--- config.mk ---
export PLATFORM = sky130hd
export DESIGN_NAME = div_select_seq
export DESIGN_NICKNAME = d
export VERILOG_FILES = /design/src/rtl/div_sel_pkg.sv /design/src/rtl/seq_div.sv /design/src/rtl/div_select_seq.sv
export SDC_FILE = /design/constraint.sdc
export NUM_CORES = 1
export LEC_CHECK = 0
export CORE_MARGIN = 2
export CORE_UTILIZATION = 45
export DETAILED_ROUTE_END_ITERATION = 16
export PLACE_DENSITY_LB_ADDON = 0.12
export RECOVER_POWER = 100
export SLEW_MARGIN = 20
export SYNTH_ARGS = -nofsm -noshare
export SYNTH_HDL_FRONTEND = slang
export SYNTH_SLANG_ARGS = --single-unit
--- constraint.sdc ---
create_clock -name Clk -period 5.8 [get_ports Clk]
set_input_delay 1.16 -clock Clk [delete_from_list [all_inputs] [get_ports Clk]]
set_output_delay 1.16 -clock Clk [all_outputs]
set_load 0.1 [all_outputs]
--- src/rtl/div_sel_pkg.sv ---
// Shared definitions for div_select_seq: state encoding and counter sizing.
package div_sel_pkg;

  localparam logic [2:0] ST_IDLE   = 3'd0;
  localparam logic [2:0] ST_DIV_AB = 3'd1;
  localparam logic [2:0] ST_CHECK  = 3'd2;
  localparam logic [2:0] ST_DIV_CD = 3'd3;
  localparam logic [2:0] ST_DONE   = 3'd4;

  typedef enum logic [2:0] {
    IDLE   = ST_IDLE,
    DIV_AB = ST_DIV_AB,
    CHECK  = ST_CHECK,
    DIV_CD = ST_DIV_CD,
    DONE   = ST_DONE
  } state_t;

  function automatic int clog2(input int value);
    int r;
    r = 0;
    while ((1 << r) < value) r++;
    return r;
  endfunction

endpackage

--- src/rtl/seq_div.sv ---
// Iterative unsigned restoring divider, one quotient bit per cycle, MSB first.
// The first iteration is performed in the start cycle; done is a level that holds until the next start.
module seq_div
  import div_sel_pkg::*;
#(
  parameter int DATAWIDTH = 64
) (
  input  logic                 Clk,
  input  logic                 Rst,
  input  logic                 start,
  input  logic [DATAWIDTH-1:0] dividend,
  input  logic [DATAWIDTH-1:0] divisor,
  output logic                 busy,
  output logic                 done,
  output logic [DATAWIDTH-1:0] quot,
  output logic [DATAWIDTH-1:0] rem
);

  localparam int CW = clog2(DATAWIDTH + 1);

  logic [DATAWIDTH-1:0] rem_q, rem_d;
  logic [DATAWIDTH-1:0] quot_q, quot_d;
  logic [DATAWIDTH-1:0] dvsr_q, dvsr_d;
  logic [CW-1:0]        cnt_q, cnt_d;
  logic                 busy_q, busy_d;
  logic                 done_q, done_d;

  logic [DATAWIDTH-1:0] acc, qsh, dv;
  logic [DATAWIDTH:0]   shifted, diff;

  // A borrow out of the trial subtract means the divisor did not fit: keep the shifted value.
  always_comb begin
    acc     = start ? '0 : rem_q;
    qsh     = start ? dividend : quot_q;
    dv      = start ? divisor : dvsr_q;
    shifted = {acc, qsh[DATAWIDTH-1]};
    diff    = shifted - {1'b0, dv};

    rem_d  = rem_q;
    quot_d = quot_q;
    dvsr_d = dvsr_q;
    cnt_d  = cnt_q;
    busy_d = busy_q;
    done_d = done_q;

    if (start || busy_q) begin
      rem_d  = diff[DATAWIDTH] ? shifted[DATAWIDTH-1:0] : diff[DATAWIDTH-1:0];
      quot_d = {qsh[DATAWIDTH-2:0], ~diff[DATAWIDTH]};
      dvsr_d = dv;
    end

    if (start) begin
      cnt_d  = CW'(1);
      busy_d = 1'b1;
      done_d = 1'b0;
    end else if (busy_q) begin
      cnt_d = cnt_q + CW'(1);
      if (cnt_q == CW'(DATAWIDTH - 1)) begin
        busy_d = 1'b0;
        done_d = 1'b1;
      end
    end
  end

  always_ff @(posedge Clk or negedge Rst) begin
    if (!Rst) begin
      rem_q  <= '0;
      quot_q <= '0;
      dvsr_q <= '0;
      cnt_q  <= '0;
      busy_q <= 1'b0;
      done_q <= 1'b0;
    end else begin
      rem_q  <= rem_d;
      quot_q <= quot_d;
      dvsr_q <= dvsr_d;
      cnt_q  <= cnt_d;
      busy_q <= busy_d;
      done_q <= done_d;
    end
  end

  assign busy = busy_q;
  assign done = done_q;
  assign quot = quot_q;
  assign rem  = rem_q;

endmodule

--- src/rtl/div_select_seq.sv ---
// z = ((a mod b) == zero) ? c/d : a/b using one shared sequential divider behind valid/ready handshakes.
// Optional divide-by-zero flag output dz is built when DIVZERO_FLAG_EN is defined.
module div_select_seq
  import div_sel_pkg::*;
#(
  parameter int DATAWIDTH = 64
) (
  input  logic                 Clk,
  input  logic                 Rst,
  input  logic                 in_valid,
  output logic                 in_ready,
  input  logic [DATAWIDTH-1:0] a,
  input  logic [DATAWIDTH-1:0] b,
  input  logic [DATAWIDTH-1:0] c,
  input  logic [DATAWIDTH-1:0] d,
  input  logic [DATAWIDTH-1:0] zero,
  output logic                 out_valid,
  input  logic                 out_ready,
  output logic [DATAWIDTH-1:0] z
`ifdef DIVZERO_FLAG_EN
  ,
  output logic                 dz
`endif
);

  state_t               state_q, state_d;
  logic [DATAWIDTH-1:0] c_q, c_d, d_q, d_d, zero_q, zero_d;
  logic [DATAWIDTH-1:0] z_q, z_d;
  logic                 out_valid_q, out_valid_d;
`ifdef DIVZERO_FLAG_EN
  logic [DATAWIDTH-1:0] b_q, b_d;
  logic                 dz_q, dz_d;
`endif

  logic                 div_start, div_busy, div_done;
  logic [DATAWIDTH-1:0] div_dividend, div_divisor, div_quot, div_rem;

  seq_div #(.DATAWIDTH(DATAWIDTH)) u_div (
    .Clk      (Clk),
    .Rst      (Rst),
    .start    (div_start),
    .dividend (div_dividend),
    .divisor  (div_divisor),
    .busy     (div_busy),
    .done     (div_done),
    .quot     (div_quot),
    .rem      (div_rem)
  );

  // a/b is fed straight from the ports so the divider starts on the handshake edge.
  always_comb begin
    state_d      = state_q;
    c_d          = c_q;
    d_d          = d_q;
    zero_d       = zero_q;
    z_d          = z_q;
    out_valid_d  = out_valid_q;
    div_start    = 1'b0;
    div_dividend = c_q;
    div_divisor  = d_q;
`ifdef DIVZERO_FLAG_EN
    b_d  = b_q;
    dz_d = dz_q;
`endif
    case (state_q)
      IDLE: begin
        div_dividend = a;
        div_divisor  = b;
        if (in_valid) begin
          c_d       = c;
          d_d       = d;
          zero_d    = zero;
`ifdef DIVZERO_FLAG_EN
          b_d       = b;
`endif
          div_start = 1'b1;
          state_d   = DIV_AB;
        end
      end
      DIV_AB: if (div_done && !div_busy) state_d = CHECK;
      CHECK: begin
        if (div_rem == zero_q) begin
          div_start = 1'b1;
          state_d   = DIV_CD;
        end else begin
          z_d         = div_quot;
          out_valid_d = 1'b1;
`ifdef DIVZERO_FLAG_EN
          dz_d        = (b_q == '0);
`endif
          state_d     = DONE;
        end
      end
      DIV_CD: begin
        if (div_done && !div_busy) begin
          z_d         = div_quot;
          out_valid_d = 1'b1;
`ifdef DIVZERO_FLAG_EN
          dz_d        = (d_q == '0);
`endif
          state_d     = DONE;
        end
      end
      DONE: begin
        if (out_ready) begin
          out_valid_d = 1'b0;
          state_d     = IDLE;
        end
      end
      default: state_d = IDLE;
    endcase
  end

  always_ff @(posedge Clk or negedge Rst) begin
    if (!Rst) begin
      state_q     <= IDLE;
      c_q         <= '0;
      d_q         <= '0;
      zero_q      <= '0;
      z_q         <= '0;
      out_valid_q <= 1'b0;
`ifdef DIVZERO_FLAG_EN
      b_q         <= '0;
      dz_q        <= 1'b0;
`endif
    end else begin
      state_q     <= state_d;
      c_q         <= c_d;
      d_q         <= d_d;
      zero_q      <= zero_d;
      z_q         <= z_d;
      out_valid_q <= out_valid_d;
`ifdef DIVZERO_FLAG_EN
      b_q         <= b_d;
      dz_q        <= dz_d;
`endif
    end
  end

  assign in_ready  = (state_q == IDLE);
  assign out_valid = out_valid_q;
  assign z         = z_q;
`ifdef DIVZERO_FLAG_EN
  assign dz        = dz_q;
`endif

endmodule

# Word-level counts from Yosys, hierarchy flattened
# Cells that the tools add are included.
[word_totals]
ff_bits = 461
in_bits = 324
word_cells = 69
[op_classes]
addsub = 2
eq_ne = 11
mux = 30
bitwise_logic = 1
reduce_logical = 13
[op_table]
columns = ["cell", "n"]
rows = [
  ["64-bit two-way mux", 8],
  ["64-bit one-hot mux with 2 select lines", 1],
  ["65-bit by 64-bit subtractor with 65-bit output", 1],
  ["64-bit == test", 1],
  ["3-bit two-way mux", 5],
  ["3-bit one-hot mux with 5 select lines", 1],
  ["7-bit two-way mux", 2],
  ["1-bit two-way mux", 11],
  ["2-bit inequality test, second input constant", 5],
  ["4-bit AND reduction", 2],
  ["7-bit by 1-bit adder with 7-bit output, second input constant", 1],
  ["7-bit by 6-bit == test with 1-bit output, second input constant", 1],
  ["3-bit by 2-bit == test with 1-bit output, second input constant", 2],
  ["2-bit nonzero test", 3],
  ["2-bit AND reduction", 2],
  ["3-bit by 1-bit == test with 1-bit output, second input constant", 1],
  ["3-bit == test, second input constant", 1],
  ["3-bit zero test", 1],
  ["1-bit one-hot mux with 3 select lines", 1],
  ["3-bit AND reduction", 1],
  ["3-bit nonzero test", 1],
  ["1-bit one-hot mux with 2 select lines", 1],
  ["1-bit logical AND", 1],
  ["1-bit zero test", 1],
  ["other kinds (2)", 2],
]

# Depth between registers and ports, before layout
[depth]
depth_word = 6
mapped_depth = 27

# Hierarchy
# Synthesis repeated with hierarchy kept, for this count alone.
[hier_totals]
hier_cells = 2229
hier_area_um2 = 24880.1
[modules_own_cells]
columns = ["mod", "instances", "cells_per_inst", "area_per_inst_um2", "seq_area_each_um2"]
rows = [
  ["seq_div", 1, 1439, 12877.4, 5029.8],
  ["div_select_seq", 1, 790, 12002.8, 6506.2],
]

# Worst setup path after synthesis
# Ideal clock, no wire load.
[synth_timing]
path_kind = "in2reg"
start = "in in_valid"
end = "reg u_div.rem_q[43], in the netlist u_div.rem[43]"
t_arrival_ns = 5.648
required_ns = 5.722
setup_slack_ns = 0.075
stages = 23
path_buffers = 4
cell_sequence = "nand2_1 > o31a_1 > clkbuf_1 > clkbuf_1 > clkbuf_1 > a21oi_1 > a21o_1 > inv_1 > ha_1 > a21o_1 > a21o_1 > a21oi_1 > o21ai_1 > a221o_1 > a211oi_1 > a2bb2oi_1 > o211a_4 > a211oi_4 > or3_1 > a21oi_1 > buf_2 > a22oi_1 > a21oi_1"
[synth_between]
elab_chain_cells = 5
elab_cells_between_ends = 8
cone_classes = "1 x add/sub; 6 x mux; 1 x reduce/logical"
[synth_rtl]
columns = ["item", "line", "source"]
rows = [
  ["start: declaration", "div_select_seq.sv:10", "input logic in_valid,"],
  ["1-bit two-way mux (*)", "div_select_seq.sv:69", "if (in_valid) begin"],
  ["1-bit one-hot mux with 2 select lines (*)", "div_select_seq.sv:65", "case (state_q)"],
  ["64-bit two-way mux (on tied branches)", "seq_div.sv:34, seq_div.sv:33, seq_div.sv:35", ""],
  ["65-bit by 64-bit subtractor with 65-bit output", "seq_div.sv:37", "diff = shifted - {1'b0, dv};"],
  ["64-bit two-way mux", "seq_div.sv:47", "rem_d = diff[DATAWIDTH] ? shifted[DATAWIDTH-1:0] : diff[DATAWIDTH-1:0];"],
  ["end signal: assignment", "seq_div.sv:74", "rem_q <= rem_d;"],
  ["end: declaration", "seq_div.sv:21", "logic [DATAWIDTH-1:0] rem_q, rem_d;"],
]
# Mark *: on every way between the ends. The rest lies on a longest branch, timed or not.
# A chain may end at the register's enable or synchronous reset.

# Final worst setup path
[layout_timing]
start = "reg u_div.rem_q[44], in the netlist u_div.rem[44]"
end = "reg u_div.rem_q[40], in the netlist u_div.rem[40]"
[layout_between]
elab_chain_cells = 6
elab_cells_between_ends = 9
cone_classes = "1 x add/sub; 1 x eq/ne; 6 x mux; 1 x reduce/logical"
[layout_rtl]
columns = ["item", "line", "source"]
rows = [
  ["64-bit == test", "div_select_seq.sv:82", "if (div_rem == zero_q) begin"],
  ["1-bit two-way mux", "div_select_seq.sv:82", ""],
  ["1-bit one-hot mux with 2 select lines", "div_select_seq.sv:65", ""],
  ["64-bit two-way mux (on tied branches)", "seq_div.sv:34, seq_div.sv:33, seq_div.sv:35", ""],
  ["65-bit by 64-bit subtractor with 65-bit output", "seq_div.sv:37", ""],
  ["64-bit two-way mux", "seq_div.sv:47", ""],
]
# Several ways; a longest one is shown, not always the timed one.

==> qor.json <==
{
  "outcome": "finished with violations",
  "failed_checks": "max-capacitance violations, max-slew violations",
  "syn-num-nets": 3319,
  "routed_wl_um": 87100,
  "worst_setup_path_end_kind": "register",
  "pwr_density_cell_nw_per_um2": 642,
  "global_route_wire_length_before_repair_um": 133000,
  "slew_limit_headroom": -1.84,
  "route.detailed.vias_per_inst": 5.43,
  "cts-htree-levels": 2,
  "layout.core_utilization": 0.627,
  "timing.hold.worst_path_depth": 1,
  "cts_inserted_buffers": 51,
  "count_of_different_cell_masters_after_synthesis": 72,
  "path_common_cell": "buf_6",
  "count_of_maximum_capacitance_violations": 1,
  "effective_utilization_at_floorplan": 0.458,
  "synth.area.top_cells": "dfrtp_1 46%, nand2_1 14%, xnor2_1 3.7%, a21oi_1 3.3%, a21o_1 3.3%",
  "rows": 86,
  "die_height_um": 241,
  "yosys_warnings": 0,
  "endpoint_worst_hold": "u_div.dvsr_q[38]",
  "synth.cell_area_um2": 25300,
  "core_um2": 55300,
  "synth_enable_flop_cells": 0,
  "asyncSetResetFlopFracSynth": 1.00,
  "drtAntennaViolNets": 0,
  "fp.dieW_um": 241,
  "syn_inst": 2930,
  "report.final.slew_viol_count": 85,
  "gpl.final_weighted_congestion": 0.985,
  "path_clk_slew_ns": 0.06,
  "place.port_buffers": 389,
  "netlist.top_cell.by_area": "dfrtp_1",
  "dpl.hpwl_um": 61800,
  "min-delay-path-class": "register to register",
  "vdd_drop_max_v": 0.000617,
  "reg2reg_depth": 28,
  "grt_start_max_net_pins": 139,
  "cts_tree": "done",
  "arrival_ns": 6.21,
  "stdcell_area_um2": 34700,
  "rsz_0062_raised_after_global_routing": "true",
  "timing.clock.skew_ns": 0.0257,
  "hold_path.startpoint": "u_div.dvsr_q[38]",
  "cts_sinks": 461,
  "hold_buffers": 0,
  "antenna_found_initial": 11,
  "clk_path_buf_depth": 3,
  "crit_path_top_delay_cell": "dfrtp_2",
  "area.sequential_um2": 11500,
  "fmaxAchievable_mhz": 177,
  "sequential_fraction_of_the_synthesis_area": 0.456,
  "post-route-period-util": 0.976,
  "cp-start-kind": "register",
  "max_stage_delay_ns": 0.47,
  "fillCellCount": 4834,
  "post_synth.cell_area_avg_um2": 8.64,
  "timing.reg2reg.setup_slack_ns": 0.14,
  "layout.nets": 3934,
  "placed_cell_area_um2": 32100,
  "ctsRootBufferMaster": "clkbuf_16",
  "grt_util_all_layers": 0.295,
  "setup_viol": 0,
  "worst-setup-path-type": "register to register",
  "synth.cells.most_frequent": "936 x nand2_1, 461 x dfrtp_1, 171 x clkbuf_1",
  "multiInputGateArea_um2": 13100,
  "total_leakage_power_uw": 0.0165,
  "detailedRoute.firstPassIterationCount": 5,
  "critPathRequiredTime_ns": 6.34,
  "timing.rr.end": "u_div.rem[40]",
  "share_of_post_route_cells_with_drive_strength_above_1": 0.174,
  "detail_route.wl_per_cell_um": 20.1,
  "vias_in_the_first_global_route": 23200,
  "drt_iter0_drc": 1991,
  "final_hold_viol_count": 0,
  "area_growth_syn_to_layout_pct": 37.0,
  "grt-ovfl-total": 0,
  "transition_time_of_the_tightest_slew_check_pin_ns": 4.26,
  "source_of_the_worst_register_to_register_timing_path": "u_div.rem[44]",
  "design.portCount": 390,
  "synth_top_flop_cell": "dfrtp_1",
  "synth.top_cell.area_share": 0.456,
  "worstSkewPairLatency_ns": 0.63,
  "worst-path-max-fanout": 16,
  "min_period_ns": 5.66,
  "synth-seq-cells": 461,
  "dieArea_um2": 58200,
  "yosysMostFrequentCell": "nand2_1",
  "num_vias": 23600,
  "remaining_drc_errors": 0
}
==> cells by family (layout without fill, tap and decap cells) <==
group,Yosys count,in the layout,synth area share
simple gates,1287,1287,0.217
compound gates,622,624,0.167
flops,461,461,0.456
buf+inv,279,931,0.0434
xor+xnor,133,133,0.0478
mux,83,83,0.0366
fa+ha+maj,65,65,0.0324
other cells,0,11,0
==> routing by layer <==
layer,track usage,vias to the layer above,wire length (um)
li1,-,11200,-
met1,0.424,11500,38800
met2,0.453,788,39700
met3,0.0404,176,5410
met4,0.113,0,3300
met5,0,-,0
==> through the flow <==
step	hold WS (ns)	instances	TNS [ns]	setup WS [ns]	power, uW
final	0.471	4343	0	0.137	22300
after global routing	0.492	4343	-0.678	-0.0880	23700
after CTS	0.476	4310	-0.00703	-0.00703	21700
after detailed placement	0.462	4212	-11.11	-0.569	17800
after global placement	0.458	4212	-6.41	-0.482	17600
after floorplan	0.445	2930	0	0.0745	12500
==> power breakdown <==
part / internal (uW) / leakage (uW) / switching [uW]
sequential: 4400 / 0.00577 / 912
combinational: 6500 / 0.00986 / 6990
clock: 2070 / 0.000879 / 1400
==> timing repair <==
| action | 4_1_cts | 5_1_grt |
|---|---|---|
| gates resized for setup | 18 | 72 |
| pin swaps | 4 | 34 |
| setup endpoints to repair | 65 | 65 |
| setup buffers | 3 | 17 |
| cloned | 3 | 6 |
==> critical path, delay by kind of cell (launching register included) <==
| family | cells | cell delay [ns] |
|---|---|---|
| buffers and inverters | 8 | 1.13 |
| adders and majority gates | 1 | 0.20 |
| and+or+nand+nor | 4 | 1.11 |
| xor gates and xnor gates | 1 | 0.16 |
| AOI/OAI and AO/OA | 14 | 2.48 |
| DFF | 1 | 0.47 |
==> worst max-delay path by stage <==
| stage | from | end | slack, ns | cells after the start |
|---|---|---|---|---|
| floorplan | in_valid | u_div.rem[43] | 0.07 | 23 |
| detailed placement | in_valid | u_div.rem[62] | -0.57 | 20 |
| global route | u_div.rem[44] | u_div.rem[40] | -0.09 | 28 |
| global placement | in_valid | u_div.rem[62] | -0.48 | 20 |
| CTS | zero_q[36] | u_div.rem[62] | -0.007 | 25 |
| finish | u_div.rem[44] | u_div.rem[40] | 0.14 | 28 |
==> layout make-up <==
cell class | instances | area share
clock buffers | 73 | 0.0421
flip-flops and latches | 461 | 0.333
diodes | 11 | 0.000794
repair buffers | 751 | 0.199
clock inverters | 19 | 0.00967
multi-input cells | 2192 | 0.379
well taps | 748 | 0.0270
inverters | 88 | 0.00959
==> sequential cells by signal, indices dropped and copies added (netlist names) <==
signal	flops
u_div.rem	64
d_q	64
z	64
u_div.quot	64
zero_q	64
u_div.busy	1
u_div.dvsr_q	64
out_valid	1
u_div.cnt_q	7
u_div.done	1
c_q	64
state_q	3
==> cell usage in the layout, fill, tap and decap left out, drive strengths merged, types with 5 or more instances in the layout <==
cell,synthesis,final
nand2b,10,10
a21boi,5,5
a211oi,69,69
o21bai,15,15
a221oi,32,32
and2,68,68
diode,0,11
mux2,66,66
dfrtp,461,461
ha,64,64
or4,5,5
xor2,25,25
xnor2,108,108
nor2b,71,71
buf,20,358
a2bb2oi,5,5
inv,88,89
clkdlybuf4s50,0,387
o31a,4,6
clkinv,0,11
a21o,111,111
o31ai,6,6
a21oi,169,169
nor4,8,8
nand2,938,938
nand4,51,51
a31oi,100,100
mux2i,17,17
nor3,17,17
nor2,86,86
nand3,20,20
clkbuf,171,78
bufinv,0,7
o21ai,67,67
Note: power is estimated with default switching activity, not from simulation.
==> RTL change 1, RTL diff (same flow settings) <==
`c_q` no longer has a reset.
--- a/src/rtl/div_select_seq.sv
+++ b/src/rtl/div_select_seq.sv
@@ -116,3 +116,2 @@
       state_q     <= IDLE;
-      c_q         <= '0;
       d_q         <= '0;
@@ -127,3 +126,2 @@
       state_q     <= state_d;
-      c_q         <= c_d;
       d_q         <= d_d;
@@ -139,2 +137,6 @@
 
+  always_ff @(posedge Clk) begin
+    c_q <= c_d;
+  end
+
   assign in_ready  = (state_q == IDLE);
Function: no difference found for any inputs over 10 cycles, from zero or initial values and one cycle with Rst low; that may be too few to reach the edited logic, so the function may still have changed.
==> RTL change 1 against the unedited design <==
- the run still ends with capacitance limit, slew limit left
- synthesized area is 1.7% lower
- sequential cell count unchanged
- total power shrank 3.8%
- setup slack better by 0.011 ns
- final area down 1.0%
- sequential share of layout area increased by 1.3 points
- sequential power decreased by 4.5%
- routed wire length decreased by 5.1%
- global-route usage fell by 1.1 points
==> RTL change 1: results (changes against the unedited design) <==
.. list-table::
   :header-rows: 1

   * - Metric
     - Value
   * - Max-cap violations
     - 2 (was 1)
   * - Post-Synth Adder-Cell Area
     - 0.0330 (was 0.0324)
   * - CP Max Fanout
     - 14 (was 16)
   * - Share of layout cells above drive strength 1
     - 0.184 (was 0.174)
   * - Static leakage
     - 16.0 nW (was 16.5 nW)
   * - Routed WL
     - 82.7 mm (was 87.1 mm)
   * - Maximum cell stage delay along the critical path
     - 0.43 ns (was 0.47 ns)
   * - Synthesized netlist net count
     - 3170 (was 3319)
   * - Number of max-slew violations in the final report
     - 240 (was 85)
   * - Layout Skew
     - 0.0333 ns (was 0.0257 ns)
   * - Hold path endpoint
     - u_div.dvsr_q[23] (was u_div.dvsr_q[38])
   * - Outcome
     - complete, but fails checks (unchanged)
   * - Non-clock inverter count in the final layout
     - 90 (was 88)
   * - Maximum number of pins on one net before global-route repair
     - 128 (was 139)
   * - Final-stage net count
     - 3814 (was 3934)
   * - Fill cell total of the finished layout
     - 4735 (was 4834)
   * - Switching share of power
     - 0.415 (was 0.418)
   * - Count of distinct cell types in the synthesized netlist
     - 69 (was 72)
   * - Peak VDD IR
     - 0.327 mV (was 0.617 mV)
   * - Global-route wire length before repair
     - 127 mm (was 133 mm)
   * - Footprint of the multi-input gates
     - 0.0125 sq mm (was 0.0131 sq mm)
   * - Relative slew slack
     - -0.968 (was -1.84)
   * - Number of post-CTS setup repair buffers
     - 0 (was 3)
   * - Power density relative to cell area
     - 624 mW/mm^2 (was 642 mW/mm^2)
   * - Global placer's final weighted congestion
     - 0.964 (was 0.985)
   * - Multi-input gate count
     - 2053 (was 2192)
   * - Area grow syn2layout
     - 38.0% (was 37.0%)
   * - Post-synthesis share of cell area spent on xor and xnor gates
     - 0.0454 (was 0.0478)
   * - Placed cell areas
     - 0.0318 sq mm (was 0.0321 sq mm)
   * - Startpoint of the lowest-slack hold path
     - u_div.dvsr_q[23] (was u_div.dvsr_q[38])
   * - Global-route track usage on met1
     - 0.398 (was 0.424)
   * - Number of antenna violations at the first check in global routing
     - 14 (was 11)
   * - Violations in the final reports
     - capacitance limit, slew limit (unchanged)
   * - Logic power comb
     - 12.9 mW (was 13.5 mW)
   * - Synthesized area per cell
     - 8.95 sq um (was 8.64 sq um)
   * - Routed wire length on met3
     - 5.96 mm (was 5.41 mm)
   * - Critical Path Slowest Stage Cell
     - sky130_fd_sc_hd__dfrtp_1 (was sky130_fd_sc_hd__dfrtp_2)
   * - Quantity of gates resized following cts
     - 19 (was 18)
   * - Number of sequential cells
     - 461 (unchanged)
   * - Fraction of synthesized area in multiplexers
     - 0.0346 (was 0.0366)
   * - Main area contributors after synthesis
     - sky130_fd_sc_hd__dfrtp_1 40%, sky130_fd_sc_hd__nand2_1 11%, sky130_fd_sc_hd__edfxtp_1 7.7% (was sky130_fd_sc_hd__dfrtp_1 46%, sky130_fd_sc_hd__nand2_1 14%, sky130_fd_sc_hd__xnor2_1 3.7%)
   * - Count of clock buffers in the final design
     - 72 (was 73)
## RTL change 1: cell count changes in the layout (fill, tap and decap cells not counted), moves of 11 or more
cell                              change
sky130_fd_sc_hd__dlygate4sd3_1       +64
sky130_fd_sc_hd__a221oi_2            -16
sky130_fd_sc_hd__a31oi_1             -15
sky130_fd_sc_hd__buf_4               +16
sky130_fd_sc_hd__a21oi_1             +13
sky130_fd_sc_hd__xor2_1              +57
sky130_fd_sc_hd__dfrtp_1             -65
sky130_fd_sc_hd__clkdlybuf4s50_1     -63
sky130_fd_sc_hd__nand2_1            -179
sky130_fd_sc_hd__and3_1              +11
sky130_fd_sc_hd__edfxtp_1            +64
sky130_fd_sc_hd__xnor2_1             -61
sky130_fd_sc_hd__nand4_1             -26
sky130_fd_sc_hd__nor2_1              +25
## RTL change 1: through the flow
stage	TNS, ns	worst slack [ns]
after floorplan	0	0.0134
after global placement	-20.96	-0.516
after detailed placement	-28.74	-0.541
after CTS	0	0.00382
after global routing	-1.03	-0.0766
final	0	0.148
==> RTL change 2, RTL diff (same settings) <==
Made on the original files. The option `DIVZERO_FLAG_EN` is turned on by a define.
--- a/src/rtl/div_select_seq.sv
+++ b/src/rtl/div_select_seq.sv
@@ -2,2 +2,4 @@
 // Optional divide-by-zero flag output dz is built when DIVZERO_FLAG_EN is defined.
+`define DIVZERO_FLAG_EN
+
 module div_select_seq
Formal check against the unedited RTL (old outputs only; new: dz): no difference found for any inputs over 10 cycles, from zero or initial values and one cycle with Rst low; that may be too few to reach the edited logic, so the function may still have changed.
==> RTL change 2 against the unedited design <==
- the run still ends with capacitance limit, slew limit left
- count of clock-buffer cells in the layout up 2
- setup slack improved by 0.16 ns
- routed wire length increased by 11%
- final area grew 6.2%
- die area up 10%
- critical path depth decreased by 3
- synthesized area grew 10%
- sequential cell count up 65
- total power up 0.40%
- first-iteration DRC count fell by 7.9%
==> RTL change 2: results (changes against the unedited design) <==
.. list-table::
   :header-rows: 1

   * - Metric
     - Value
   * - Share of layout cells above drive strength 1
     - 0.135 (was 0.174)
   * - Iteration-0 DRC count of the detailed router
     - 1833 (was 1991)
   * - Share of synthesized area occupied by flip-flops and latches
     - 0.471 (was 0.456)
   * - Met2 routing resource usage after global routing
     - 0.529 (was 0.453)
   * - Static leakage
     - 17.8 nW (was 16.5 nW)
   * - Final-stage net count
     - 4262 (was 3934)
   * - Global-route track usage on met1
     - 0.363 (was 0.424)
   * - Fraction of synthesized area in multiplexers
     - 0.0292 (was 0.0366)
   * - Post-Synth Adder-Cell Area
     - 0.0294 (was 0.0324)
   * - Max-cap violations
     - 10 (was 1)
   * - Total CTS buffers
     - 56 (was 51)
   * - Vias per std cell
     - 5.50 (was 5.43)
   * - Number of antenna violations at the first check in global routing
     - 6 (was 11)
   * - Number of max-slew violations in the final report
     - 751 (was 85)
   * - Part of the total power dissipated in the clock network
     - 0.173 (was 0.156)
   * - Synthesized netlist net count
     - 3692 (was 3319)
   * - Number of global-route vias before repair
     - 26600 (was 23200)
   * - Relative slew slack
     - -1.19 (was -1.84)
   * - Outcome
     - complete, but fails checks (unchanged)
   * - Overall power after layout
     - 22.4 mW (was 22.3 mW)
   * - CP Max Fanout
     - 19 (was 16)
   * - Maximum number of pins on one net before global-route repair
     - 211 (was 139)
   * - Routed WL
     - 96.3 mm (was 87.1 mm)
   * - Setup WS pre-CTS
     - -0.0555 ns (was -0.569 ns)
   * - Met3 usage
     - 0.0319 (was 0.0404)
   * - Violations in the final reports
     - capacitance limit, slew limit (unchanged)
RTL change 2: area by class of cell:
type | count | share of cell area
Multi-Input combinational cell | 2480 | 0.377
Inverter | 91 | 0.00934
Tap cell | 790 | 0.0268
Antenna cell | 7 | 0.000476
Clock inverter | 29 | 0.0107
Clock buffer | 75 | 0.0433
Sequential cell | 526 | 0.358
Timing Repair Buffer | 718 | 0.175
RTL change 2: through the flow:
| stage | instance area, sq um | hold WS (ns) | TNS [ns] | std cells |
|---|---|---|---|---|
| 3_3_place_gp | 34700 | 0.457 | 0 | 4603 |
| 4_1_cts | 36700 | 0.476 | 0 | 4707 |
| 2_1_floorplan | 27900 | 0.445 | 0 | 3303 |
| 5_1_grt | 36800 | 0.487 | -0.0324 | 4714 |
| 3_5_place_dp | 34700 | 0.462 | -0.196 | 4603 |
| 6_report | 36800 | 0.472 | 0 | 4716 |
RTL change 2: what timing repair did:
| action | CTS | global route |
|---|---|---|
| hold buffers | 0 | 0 |
| endpoints found under the hold margin | 0 | 0 |
| pin swaps | 0 | 15 |
| resized for setup | 2 | 49 |
| setup buffers | 0 | 1 |
| endpoints found under the setup margin | 37 | 65 |
| gates cloned | 0 | 1 |
RTL change 2: path summary, 6_finish.rpt:
kind | start | to | slack (ns) | depth (start not counted)
max reg2reg | u_div.rem[13] | u_div.rem[59] | 0.30 | 25
min reg2reg | u_div.dvsr_q[58] | u_div.dvsr_q[58] | 0.47 | 1
max | u_div.rem[13] | u_div.rem[59] | 0.30 | 25
min | u_div.dvsr_q[58] | u_div.dvsr_q[58] | 0.47 | 1
max in group asynchronous | Rst | c_q[40] | 1.17 | 2
min in group asynchronous | Rst | z[17] | 1.39 | 1
